<file path="src/rtl/scsp_pkg.sv">
// Shared SCSP definitions used by the MIDI output path.
// Holds the transmitter state type, the default baud divider and a counter width helper.
package scsp_pkg;

  typedef enum logic [1:0] {
    IDLE,
    START,
    DATA,
    STOP
  } MidiTxState_t;

  // 31.25 kbaud from the 22.5792 MHz CE rate.
  localparam int MIDI_BAUD_DIV  = 722;
  localparam int MIDI_DATA_BITS = 8;

  function automatic int midi_cnt_width(input int n);
    return (n > 1) ? $clog2(n) : 1;
  endfunction

endpackage

</file>
<file path="src/rtl/scsp_midi_fifo.sv">
// MOBUF byte FIFO feeding the MIDI transmitter.
// A push into a full FIFO is accepted only when a pop frees a slot on the same clock.
module scsp_midi_fifo
  import scsp_pkg::*;
#(
  parameter int FIFO_DEPTH = 4,
  parameter int WIDTH      = 8,
  localparam int CW        = $clog2(FIFO_DEPTH + 1)
) (
  input  logic             clk,
  input  logic             rst,
  input  logic             push,
  input  logic             pop,
  input  logic [WIDTH-1:0] din,
  output logic [WIDTH-1:0] dout,
  output logic [CW-1:0]    count,
  output logic             empty,
  output logic             full
);

  localparam int AW = midi_cnt_width(FIFO_DEPTH);
  localparam logic [CW-1:0] DEPTH_CNT = CW'(FIFO_DEPTH);

  logic [WIDTH-1:0] mem [FIFO_DEPTH];
  logic [AW-1:0]    wr_ptr;
  logic [AW-1:0]    rd_ptr;
  logic             do_push;
  logic             do_pop;
  logic [CW-1:0]    count_next;

  assign do_pop  = pop && !empty;
  assign do_push = push && (!full || do_pop);
  assign dout    = mem[rd_ptr];

  always_comb begin
    count_next = count;
    case ({do_push, do_pop})
      2'b10:   count_next = count + 1'b1;
      2'b01:   count_next = count - 1'b1;
      default: count_next = count;
    endcase
  end

  always_ff @(posedge clk) begin
    if (do_push) begin
      mem[wr_ptr] <= din;
    end
  end

  // Flags are registered from the next count so they always agree with count.
  always_ff @(posedge clk) begin
    if (rst) begin
      wr_ptr <= '0;
      rd_ptr <= '0;
      count  <= '0;
      empty  <= 1'b1;
      full   <= 1'b0;
    end else begin
      if (do_push) begin
        wr_ptr <= wr_ptr + 1'b1;
      end
      if (do_pop) begin
        rd_ptr <= rd_ptr + 1'b1;
      end
      count <= count_next;
      empty <= (count_next == '0);
      full  <= (count_next == DEPTH_CNT);
    end
  end

endmodule

</file>
<file path="src/rtl/scsp_midi_tx.sv">
// SCSP MIDI output: MOBUF FIFO plus an 8N1 serializer timed by CE ticks.
// Frames are sent back to back while bytes are queued; MO_IRQ marks the final stop bit.
module scsp_midi_tx
  import scsp_pkg::*;
#(
  parameter int BAUD_DIV   = MIDI_BAUD_DIV,
  parameter int FIFO_DEPTH = 4
) (
  input  logic       CLK,
  input  logic       RST,
  input  logic       CE,
  input  logic       MOBUF_WR,
  input  logic [7:0] MOBUF_DI,
  output logic       MO_EMPTY,
  output logic       MO_FULL,
  output logic       MO_BUSY,
  output logic       MO_IRQ,
  output logic       MIDI_OUT
);

  localparam int BW = midi_cnt_width(BAUD_DIV);
  localparam int CW = $clog2(FIFO_DEPTH + 1);
  localparam logic [BW-1:0] BAUD_LAST = BW'(BAUD_DIV - 1);
  localparam logic [2:0]    LAST_BIT  = 3'(MIDI_DATA_BITS - 1);

  MidiTxState_t  state;
  logic [BW-1:0] baud_cnt;
  logic [2:0]    bit_cnt;
  logic [7:0]    shifter;
  logic [7:0]    fifo_head;
  logic [CW-1:0] fifo_count;
  logic          fifo_push;
  logic          fifo_pop;
  logic          fifo_ready;
  logic          bit_done;

  assign fifo_push  = MOBUF_WR && !RST;
  assign fifo_ready = (fifo_count != '0);
  assign bit_done   = CE && (baud_cnt == BAUD_LAST);

  // The head is taken when leaving IDLE or when a stop bit ends with more data queued.
  always_comb begin
    fifo_pop = 1'b0;
    if (!RST && CE && fifo_ready) begin
      case (state)
        IDLE:    fifo_pop = 1'b1;
        STOP:    fifo_pop = bit_done;
        default: fifo_pop = 1'b0;
      endcase
    end
  end

  scsp_midi_fifo #(
    .FIFO_DEPTH(FIFO_DEPTH),
    .WIDTH     (8)
  ) u_fifo (
    .clk  (CLK),
    .rst  (RST),
    .push (fifo_push),
    .pop  (fifo_pop),
    .din  (MOBUF_DI),
    .dout (fifo_head),
    .count(fifo_count),
    .empty(MO_EMPTY),
    .full (MO_FULL)
  );

  always_ff @(posedge CLK) begin
    if (RST) begin
      state    <= IDLE;
      baud_cnt <= '0;
      bit_cnt  <= '0;
      shifter  <= '0;
      MIDI_OUT <= 1'b1;
      MO_BUSY  <= 1'b0;
      MO_IRQ   <= 1'b0;
    end else begin
      MO_IRQ <= 1'b0;
      if (CE) begin
        case (state)
          IDLE: begin
            if (fifo_ready) begin
              state    <= START;
              shifter  <= fifo_head;
              baud_cnt <= '0;
              bit_cnt  <= '0;
              MIDI_OUT <= 1'b0;
              MO_BUSY  <= 1'b1;
            end
          end
          START: begin
            if (bit_done) begin
              state    <= DATA;
              baud_cnt <= '0;
              MIDI_OUT <= shifter[0];
              shifter  <= {1'b0, shifter[7:1]};
            end else begin
              baud_cnt <= baud_cnt + 1'b1;
            end
          end
          DATA: begin
            if (bit_done) begin
              baud_cnt <= '0;
              if (bit_cnt == LAST_BIT) begin
                state    <= STOP;
                MIDI_OUT <= 1'b1;
              end else begin
                bit_cnt  <= bit_cnt + 1'b1;
                MIDI_OUT <= shifter[0];
                shifter  <= {1'b0, shifter[7:1]};
              end
            end else begin
              baud_cnt <= baud_cnt + 1'b1;
            end
          end
          STOP: begin
            if (bit_done) begin
              baud_cnt <= '0;
              // Chain straight into the next start bit so frames leave no idle gap.
              if (fifo_ready) begin
                state    <= START;
                shifter  <= fifo_head;
                bit_cnt  <= '0;
                MIDI_OUT <= 1'b0;
              end else begin
                state   <= IDLE;
                MO_BUSY <= 1'b0;
                MO_IRQ  <= 1'b1;
              end
            end else begin
              baud_cnt <= baud_cnt + 1'b1;
            end
          end
          default: begin
            state    <= IDLE;
            MIDI_OUT <= 1'b1;
            MO_BUSY  <= 1'b0;
          end
        endcase
      end
    end
  end

endmodule

</file>
<file path="config.mk">
export PLATFORM = sky130hd
export DESIGN_NAME = scsp_midi_tx
export DESIGN_NICKNAME = d
export VERILOG_FILES = /design/src/rtl/scsp_pkg.sv /design/src/rtl/scsp_midi_fifo.sv /design/src/rtl/scsp_midi_tx.sv
export SDC_FILE = /design/constraint.sdc
export NUM_CORES = 1
export LEC_CHECK = 0
export CAP_MARGIN = 20
export CORE_ASPECT_RATIO = 2
export CORE_MARGIN = 2
export CORE_UTILIZATION = 50
export DETAILED_ROUTE_END_ITERATION = 16
export GPL_TIMING_DRIVEN = 0
export PLACE_DENSITY = 0.68
export SYNTH_ARGS = -nofsm -noshare
export SYNTH_HDL_FRONTEND = slang
export SYNTH_SLANG_ARGS = --single-unit
</file>
<file path="constraint.sdc">
create_clock -name CLK -period 4.5 [get_ports CLK]
set_input_delay 0.9 -clock CLK [delete_from_list [all_inputs] [get_ports CLK]]
set_output_delay 0.9 -clock CLK [all_outputs]
set_load 0.1 [all_outputs]
</file>
Yosys cells after proc, flatten, opt, wreduce, memory -nomap -nowiden
Memory sizes are Yosys's and may differ from the RTL's. A register that Yosys moved wholly into a read port is not among the register bits.
Index checks and enable logic that the tools add are counted.
{"block": "word_totals", "reg_bits": 35, "ram_bits": 32, "mem_count": 1}
{"memory": "u_fifo.mem", "depth": 4, "width": 8, "rd": 1, "rd_ports_with_merged_regs": 1, "write_ports": 1, "line_no": "scsp_midi_fifo.sv:24", "source": "logic [WIDTH-1:0] mem [FIFO_DEPTH];"}
{"block": "classes", "add_sub_neg": 6, "n_eq_ne": 15, "muxes": 39, "bitwise_logic": 3, "n_reduce_logical": 23}
{"operator": "two-way mux 8 bit", "count": 5}
{"operator": "case mux 8 bit (4 select lines)", "count": 1}
{"operator": "two-way mux 10 bit", "count": 2}
{"operator": "case mux 10 bit (2 select lines)", "count": 1}
{"operator": "AND reduction 5 bit", "count": 3}
{"operator": "two-way mux 2 bit", "count": 7}
{"operator": "inequality test 2 bit (second input constant)", "count": 7}
{"operator": "two-way mux 1 bit", "count": 13}
{"operator": "two-way mux 3 bit", "count": 4}
{"operator": "adder 10 x 1 -> 10 bit (second input constant)", "count": 1}
{"operator": "equality test 10 bit (second input constant)", "count": 1}
{"operator": "case mux 3 bit (3 select lines)", "count": 1}
{"operator": "case mux 2 bit (4 select lines)", "count": 1}
{"operator": "adder 3 x 1 -> 3 bit (second input constant)", "count": 2}
{"operator": "equality test 2 bit (second input constant)", "count": 3}
{"operator": "equality test 3 bit (second input constant)", "count": 2}
{"operator": "logical AND 1 bit", "count": 6}
{"operator": "case mux 3 bit (2 select lines)", "count": 1}
{"operator": "AND reduction 6 bit", "count": 1}
{"operator": "nonzero test 3 bit", "count": 2}
{"operator": "adder 2 x 1 -> 2 bit (second input constant)", "count": 2}
{"operator": "equality test 2 x 1 -> 1 bit (second input constant)", "count": 2}
{"operator": "case mux 1 bit (2 select lines)", "count": 2}
{"operator": "case mux 1 bit (4 select lines)", "count": 1}
{"operator": "11 further kinds", "count": 15}

Logic depth before layout (Yosys ltp)
Gate-level depths: netlist of run 1.
{"block": "depth", "ltp_word": 10, "depth_mapped": 15}

Modules after synthesis
A second synthesis of run 1 with hierarchy kept.
{"block": "unflattened", "hier_cells": 270, "area_unflattened_um2": 3283.1}
{"mod": "scsp_midi_fifo", "instances": 1, "cells_per_inst": 99, "area_each_um2": 1714.1, "seq_area_each_um2": 1181.1}
{"mod": "scsp_midi_tx", "instances": 1, "cells_per_inst": 171, "area_each_um2": 1569.0, "seq_area_each_um2": 520.5}

Least setup slack after synthesis of run 1
OpenSTA, ideal clock, no wires.
{"block": "synth_path", "path_kind": "input-to-reg", "startpoint": "input port RST", "endpoint": "register u_fifo.empty", "setup_time_ns": 0.123, "t_arrival_ns": 3.060, "required_ns": 4.377, "path_slack_ns": 1.318, "stages": 12, "n_path_buf": 1, "path_cell_list": "clkbuf_1 > nor4b_1 > nand4_1 > o21ai_2 > and2_1 > inv_1 > ha_1 > inv_1 > fa_1 > nor2b_1 > mux2i_1 > a21oi_1"}
{"block": "synth_between", "elab_chain_cells": 10, "elab_cells_between_ends": 12, "classes_between": "2 x eq/ne; 2 x mux; 8 x reduce/logical"}
{"element": "from (decl)", "line_no": "scsp_midi_tx.sv:10", "source": "input logic RST,"}
{"element": "zero test 1 bit", "line_no": "scsp_midi_tx.sv:37, scsp_midi_tx.sv:44"}
{"element": "logical AND 1 bit (2 in a row)", "line_no": "scsp_midi_tx.sv:44", "source": "if (!RST && CE && fifo_ready) begin"}
{"element": "two-way mux 1 bit", "line_no": "scsp_midi_tx.sv:44"}
{"element": "logical AND 1 bit", "line_no": "scsp_midi_fifo.sv:31", "source": "assign do_pop = pop && !empty;"}
{"element": "logical OR 1 bit", "line_no": "scsp_midi_fifo.sv:32", "source": "assign do_push = push && (!full || do_pop);"}
{"element": "logical AND 1 bit", "line_no": "scsp_midi_fifo.sv:32"}
{"element": "equality test 2 x 1 -> 1 bit / equality test 2 bit (equally long branches)", "line_no": "scsp_midi_fifo.sv:37", "source": "case ({do_push, do_pop})"}
{"element": "case mux 3 bit (2 select lines)", "line_no": "scsp_midi_fifo.sv:37"}
{"element": "zero test 3 bit", "line_no": "scsp_midi_fifo.sv:66", "source": "empty <= (count_next == '0);"}
{"element": "to (signal assigned)", "line_no": "scsp_midi_fifo.sv:66"}
{"element": "to (decl)", "line_no": "scsp_midi_fifo.sv:17", "source": "output logic empty,"}
Parallel ways exist; a longest one is shown, timed or not.
A chain may end at the register's enable or synchronous reset.

Worst setup path in the final report of run 1
{"block": "layout_path", "startpoint": "input port CE", "endpoint": "register u_fifo.empty"}
{"block": "layout_between", "elab_chain_cells": 9, "elab_cells_between_ends": 12, "classes_between": "2 x eq/ne; 3 x mux; 7 x reduce/logical"}
{"element": "from (decl)", "line_no": "scsp_midi_tx.sv:11", "source": "input logic CE,"}
{"element": "logical AND 1 bit, on equally long branches", "line_no": "scsp_midi_tx.sv:39, scsp_midi_tx.sv:44"}
{"element": "case mux 1 bit (2 select lines) / logical AND 1 bit (equally long branches)", "line_no": "scsp_midi_tx.sv:45, scsp_midi_tx.sv:44"}
{"element": "two-way mux 1 bit (*)", "line_no": "scsp_midi_tx.sv:44"}
{"element": "logical AND 1 bit (*)", "line_no": "scsp_midi_fifo.sv:31"}
{"element": "logical OR 1 bit", "line_no": "scsp_midi_fifo.sv:32"}
{"element": "logical AND 1 bit", "line_no": "scsp_midi_fifo.sv:32"}
{"element": "equality test 2 x 1 -> 1 bit / equality test 2 bit (equally long branches)", "line_no": "scsp_midi_fifo.sv:37"}
{"element": "case mux 3 bit (2 select lines) (*)", "line_no": "scsp_midi_fifo.sv:37"}
{"element": "zero test 3 bit (*)", "line_no": "scsp_midi_fifo.sv:66"}
Every way passes the cells marked *; elsewhere a longest branch is shown, timed or not.

==> results of run 1 <==
[power breakdown]
group	total, mW	internal, mW	leakage, nW	switching, mW
clock network	0.741	0.481	0.151	0.259
logic	0.259	0.104	0.588	0.156
registers	0.721	0.694	0.592	0.0266
[cells in the mapped netlist, types with 3 or more instances]
master    instances
dfxtp_1          37
edfxtp_1         32
nor2_1           29
ha_1             15
inv_1            13
mux2i_1          11
nand2_1           9
xor2_1            9
mux4_2            8
a211oi_1          7
and3_1            6
nand3_1           6
nor3_1            6
a21oi_1           5
clkbuf_1          5
nand4_1           5
xnor2_1           5
nor2b_1           4
o21ai_0           4
a41oi_1           3
[flip-flops by register name, indices dropped and copies added, names as in the netlist, named ones only]
signal / count
shifter: 8
MIDI_OUT: 1
MO_BUSY: 1
u_fifo.empty: 1
bit_cnt: 3
u_fifo.full: 1
u_fifo.rd_ptr: 2
u_fifo.mem: 32
baud_cnt: 10
MO_IRQ: 1
state: 2
u_fifo.wr_ptr: 2
u_fifo.count: 3
[final cells by class]
| type | instances | area [um^2] | share of cell area |
|---|---|---|---|
| Clock buffer | 9 | 225 | 0.0601 |
| Inverter | 13 | 48.8 | 0.0130 |
| Timing Repair Buffer | 15 | 150 | 0.0401 |
| Clock inverter | 7 | 88.8 | 0.0237 |
| Multi-Input combinational cell | 164 | 1340 | 0.358 |
| Buffer | 11 | 82.6 | 0.0220 |
| Sequential cell | 69 | 1700 | 0.454 |
| Tap cell | 86 | 108 | 0.0287 |
[cells by family after synthesis]
logic type                 Yosys count  synth area share
AOI/OAI and AO/OA                   35            0.0911
xor gates and xnor gates            14            0.0386
adders and majority gates           16            0.0654
buffers and inverters               24            0.0414
DFF                                 69             0.536
muxes                               19            0.0914
and+or+nand+nor                     80             0.136
[layer usage]
metal  wire, um  global-route usage  up-vias
li1           -                   -     1001
met1       2410               0.234     1028
met2       3050               0.314       51
met3        319              0.0532       11
met4        140               0.107        0
met5          0                   0        -
[final timing paths]
path                                 from                       to  cells past startpoint
hold / removal    bit_cnt[1]$_SDFFE_PP0P_  bit_cnt[1]$_SDFFE_PP0P_                      2
setup / recovery                       CE  u_fifo.empty$_SDFF_PP1_                     12
setup reg to reg    state[0]$_SDFFE_PP0P_  u_fifo.empty$_SDFF_PP1_                     13
hold reg to reg   bit_cnt[1]$_SDFFE_PP0P_  bit_cnt[1]$_SDFFE_PP0P_                      2
[through the flow]
stage	utilization	hold slack (ns)	power (mW)	setup WS [ns]
2_1_floorplan	-	0.436	0.926	1.32
3_3_place_gp	0.553	0.445	0.981	0.682
3_5_place_dp	0.553	0.451	0.991	0.581
4_1_cts	0.604	0.458	1.74	0.888
5_1_grt	0.604	0.470	1.78	0.631
6_report	0.604	0.456	1.72	0.864
[worst max-delay path, stage by stage]
cell	delay, ns
clkdlybuf4s50_1	0.64
nor4b_1	0.49
nand4_1	0.17
o21ai_2	0.30
and2_1	0.18
inv_1	0.04
ha_1	0.20
inv_1	0.08
fa_1	0.40
nor2b_1	0.15
mux2i_1	0.19
a21oi_1	0.10
==> impl_metrics.tcl, run 1 <==
set metrics [dict create \
    status "finished, final reports clean" \
    fin_tns_setup_ns 0 \
    finalWeightedCongestion 0.749 \
    final_common_cell "dfxtp_1" \
    root_buffer "clkbuf_16" \
    placed_area_um2 3430 \
    leakagePower_nw 1.33 \
    cts.sinks 69 \
    vias 2091 \
    final_area_um2 3750 \
    rsz0062_at_grt "no" \
    layout.cells.non_filler 374 \
    antenna_found_initial 0 \
    fp.dieW_um 60.3 \
    synth_area_per_cell_um2 12.4 \
    final.setup_skew_ns 0.00552 \
    synth_warnings 0 \
    synth.area.top_cells "edfxtp_1 (30%), dfxtp_1 (23%), ha_1 (5.9%)" \
    setup_violations 0 \
    synth_cell_types 52 \
    critPathCaptureType "flop" \
    die-height_um 117 \
    ctsHoldBuffers 0 \
    grt_max_degree 13 \
    synth-edff-count 32 \
    crit_path_max_fanout 7 \
    max_freq_mhz 275 \
    vias_per_cell 5.59 \
    nets 311 \
    clkTransAtPathRegs_ns 0.05 \
    critical_path_class "primary input to flop" \
    std_cell_rows 41 \
    synth_area_um2 3170 \
    cts_resized 0 \
    port_buffers 15 \
    io_pins 17 \
    cts_tree "built" \
    postRouteWirelength_um 5910 \
    antennaDiodeCount 0 \
    hold_class "flop to flop" \
    timing.final.crit_share 0.808 \
    yosys.area.top_type "edfxtp_1" \
    synth_fp_nets 285 \
    reg2reg_slack_ns 1.18 \
    drtIter0Drc 118 \
    post_drt_wl_per_cell_um 15.8 \
    ys.flop_type "dfxtp_1" \
    hold_viol_final 0 \
    final_max_slew_viol_count 0 \
    drc 0 \
    area.growth.synth_to_final_pct 18.0 \
    worstSetupStartpointType "primary input" \
    antenna_left 0 \
    cts_buffers 9 \
    arrival_ns 3.84 \
    cts_setup_buffers 0 \
    async_flop_share 0 \
    start_util 0.511 \
    drive_gt1_frac 0.142 \
    grt_pass1_vias 2097 \
    worstSkewPairLatency_ns 0.33 \
    ys_seq_area_frac 0.536 \
    worstMarginPinSlew_ns 0.989 \
    design.core.area_um2 6210 \
    dp.cells 358 \
    required_ns 4.71 \
    synth_top_area_share 0.303 \
    gr-total-overflow 0 \
    grt.total_usage 0.196 \
    fillers 511 \
    syn_inst 257 \
    postSynthRegisterBits 69 \
    die-area_um2 7040 \
    clock_path_buffers 2 \
    maxCapViolations 0 \
    dr.pass1.iters 4 \
    fin_crit_ns 3.64 \
    dp_hpwl_um 4070 \
    p_per_area_nw_per_um2 459 \
    cts.htree.levels 3 \
    maxSlewHeadroom 0.339 \
    grt_pass1_wl_um 9960 \
    layout_common_cells "dfxtp_1 (37), edfxtp_1 (32), nor2_1 (29), ha_1 (15), clkdlybuf4s50_1 (15)" \
    peakVddDrop_mv 0.327 \
]
Power figures use the tool's default switching activity.
==> run 2, diff against run 1 <==
- clock period: 4.5 -> 3.65 ns (I/O delays scaled with it)
==> impl_metrics.tcl, run 2 (synthesis results as in run 1) <==
set metrics [dict create \
    crit_family "simple AND/OR/NAND/NOR gates" \
    drive_gt1_frac 0.146 \
    drtIter0Drc 104 \
    largest_reg_flops 32 \
    leakagePower_nw 1.33 \
    placed_area_um2 3430 \
    p_per_area_nw_per_um2 566 \
    dp_hpwl_um 4070 \
    r2r_cells 13 \
    antenna_found_initial 0 \
    setup_violations 0 \
    crit_path_cell_trace "clkdlybuf4s50_1 > nor4b_2 > nand4_1 > o21ai_2 > and2_1 > inv_1 > ha_1 > inv_1 > fa_1 > nor2b_1 > mux2i_1 > a21oi_1" \
    std_cell_rows 41 \
    antenna_left 0 \
    gr-total-overflow 0 \
    power_mw 2.12 \
    cts_tree "built" \
    drc 0 \
    postRouteWirelength_um 5950 \
    start_util 0.511 \
    worstMarginPinSlew_ns 0.989 \
    timing.hold.ws_ns 0.457 \
    place_ws_ns -0.0987 \
    largest-register "u_fifo.mem" \
    critical_path.slowest_cell "clkdlybuf4s50_1" \
    port_buffers 15 \
    dp.cells 358 \
    fin_crit_ns 3.33 \
    timing.final.crit_share 0.913 \
    grt_max_degree 13 \
    cts.htree.levels 3 \
    vias 2085 \
    fp.dieW_um 60.3 \
    arrival_ns 3.54 \
    worstHoldStart "bit_cnt[1]$_SDFFE_PP0P_" \
    io_pins 17 \
    final_max_slew_viol_count 0 \
    fillers 510 \
    die-area_um2 7040 \
    rsz0062_at_grt "no" \
    whs_path_depth 2 \
    layout_common_cells "dfxtp_1 (37), edfxtp_1 (32), nor2_1 (29), ha_1 (15), clkdlybuf4s50_1 (15)" \
    die-height_um 117 \
    min_to "bit_cnt[1]$_SDFFE_PP0P_" \
    cts.sinks 69 \
    max_stage_delay_ns 0.64 \
    cts_buffers 9 \
    worstSetupStartpointType "primary input" \
    final.setup_skew_ns 0.00499 \
    cpMostUsedCell "inv_1" \
    finalWorstSetupSlack_ns 0.316 \
    post_drt_wl_per_cell_um 15.9 \
    required_ns 3.86 \
    final_util 0.605 \
    grt.total_usage 0.196 \
    nets 311 \
    grt_pass1_vias 2097 \
    dr.pass1.iters 4 \
    max_freq_mhz 300 \
    hold_viol_final 0 \
    hold_class "flop to flop" \
    clkTransAtPathRegs_ns 0.05 \
    cts_setup_buffers 0 \
    maxSlewHeadroom 0.339 \
    antennaDiodeCount 0 \
    peakVddDrop_mv 0.404 \
    critical_path_class "primary input to flop" \
    r2r_start "state[0]$_SDFFE_PP0P_" \
    cp_num_buf_inv 3 \
    reg.largest.list "u_fifo.mem x32, baud_cnt x10, shifter x8" \
    status "finished, final reports clean" \
    worstSkewPairLatency_ns 0.34 \
    area.growth.synth_to_final_pct 18.2 \
    r2r_end "u_fifo.empty$_SDFF_PP1_" \
    finalWeightedCongestion 0.749 \
    vias_per_cell 5.57 \
    grt_pass1_wl_um 9960 \
    fin_tns_setup_ns 0 \
    crit_path_max_fanout 7 \
    layout.cells.non_filler 374 \
    final_area_um2 3750 \
    reg2reg_slack_ns 0.45 \
    root_buffer "clkbuf_16" \
    clock_path_buffers 2 \
    critPathCaptureType "flop" \
    design.core.area_um2 6210 \
    final_common_cell "dfxtp_1" \
    maxCapViolations 0 \
]
==> run 2: cell counts in the layout (fill, tap and decap cells not counted) <==
Identical to the previous run, type by type.
==> run 2: worst register-to-register path: stages, from the launching register on <==
cell and delay (ns):
dfxtp_1 0.38, inv_1 0.12, ha_1 0.37, nor4b_2 0.39, nand4_1 0.16, o21ai_2 0.31
and2_1 0.18, inv_1 0.04, ha_1 0.20, inv_1 0.08, fa_1 0.40, nor2b_1 0.15
mux2i_1 0.19, a21oi_1 0.10
==> run 2: worst max-delay path by stage <==
stage               startpoint                 endpoint  slack [ns]  cells past startpoint
finish                      CE  u_fifo.empty$_SDFF_PP1_        0.32                     12
global route                CE  u_fifo.empty$_SDFF_PP1_        0.10                     12
CTS                         CE  u_fifo.empty$_SDFF_PP1_        0.21                     12
detailed placement          CE  u_fifo.empty$_SDFF_PP1_        -0.1                     12
global placement            CE  u_fifo.empty$_SDFF_PP1_       0.002                     12
floorplan                  RST  u_fifo.empty$_SDFF_PP1_        0.64                     12
==> run 2: where the power goes <==
part,switching (mW),internal (mW)
registers,0.0330,0.855
logic,0.193,0.128
clock network,0.320,0.593
total,0.546,1.58
==> run 2: cell type report <==
cell class,count,area (um^2),share of cell area
Buffer,11,82.6,0.0220
Clock buffer,9,225,0.0600
Clock inverter,7,88.8,0.0237
Inverter,13,48.8,0.0130
Multi-Input combinational cell,164,1350,0.359
Sequential cell,69,1700,0.453
Tap cell,86,108,0.0287
Timing Repair Buffer,15,150,0.0400
==> run 2: what timing repair did <==
item	CTS	global route
resized for setup	0	1
hold buffers	0	0
endpoints found under the setup margin	0	1
==> run 2: metal layers <==
metal,track usage,vias to the layer above,share of wire
met5,0,-,0
met4,0.107,0,0.025
met3,0.0532,13,0.039
met2,0.314,42,0.52
met1,0.234,1029,0.42
li1,-,1001,-
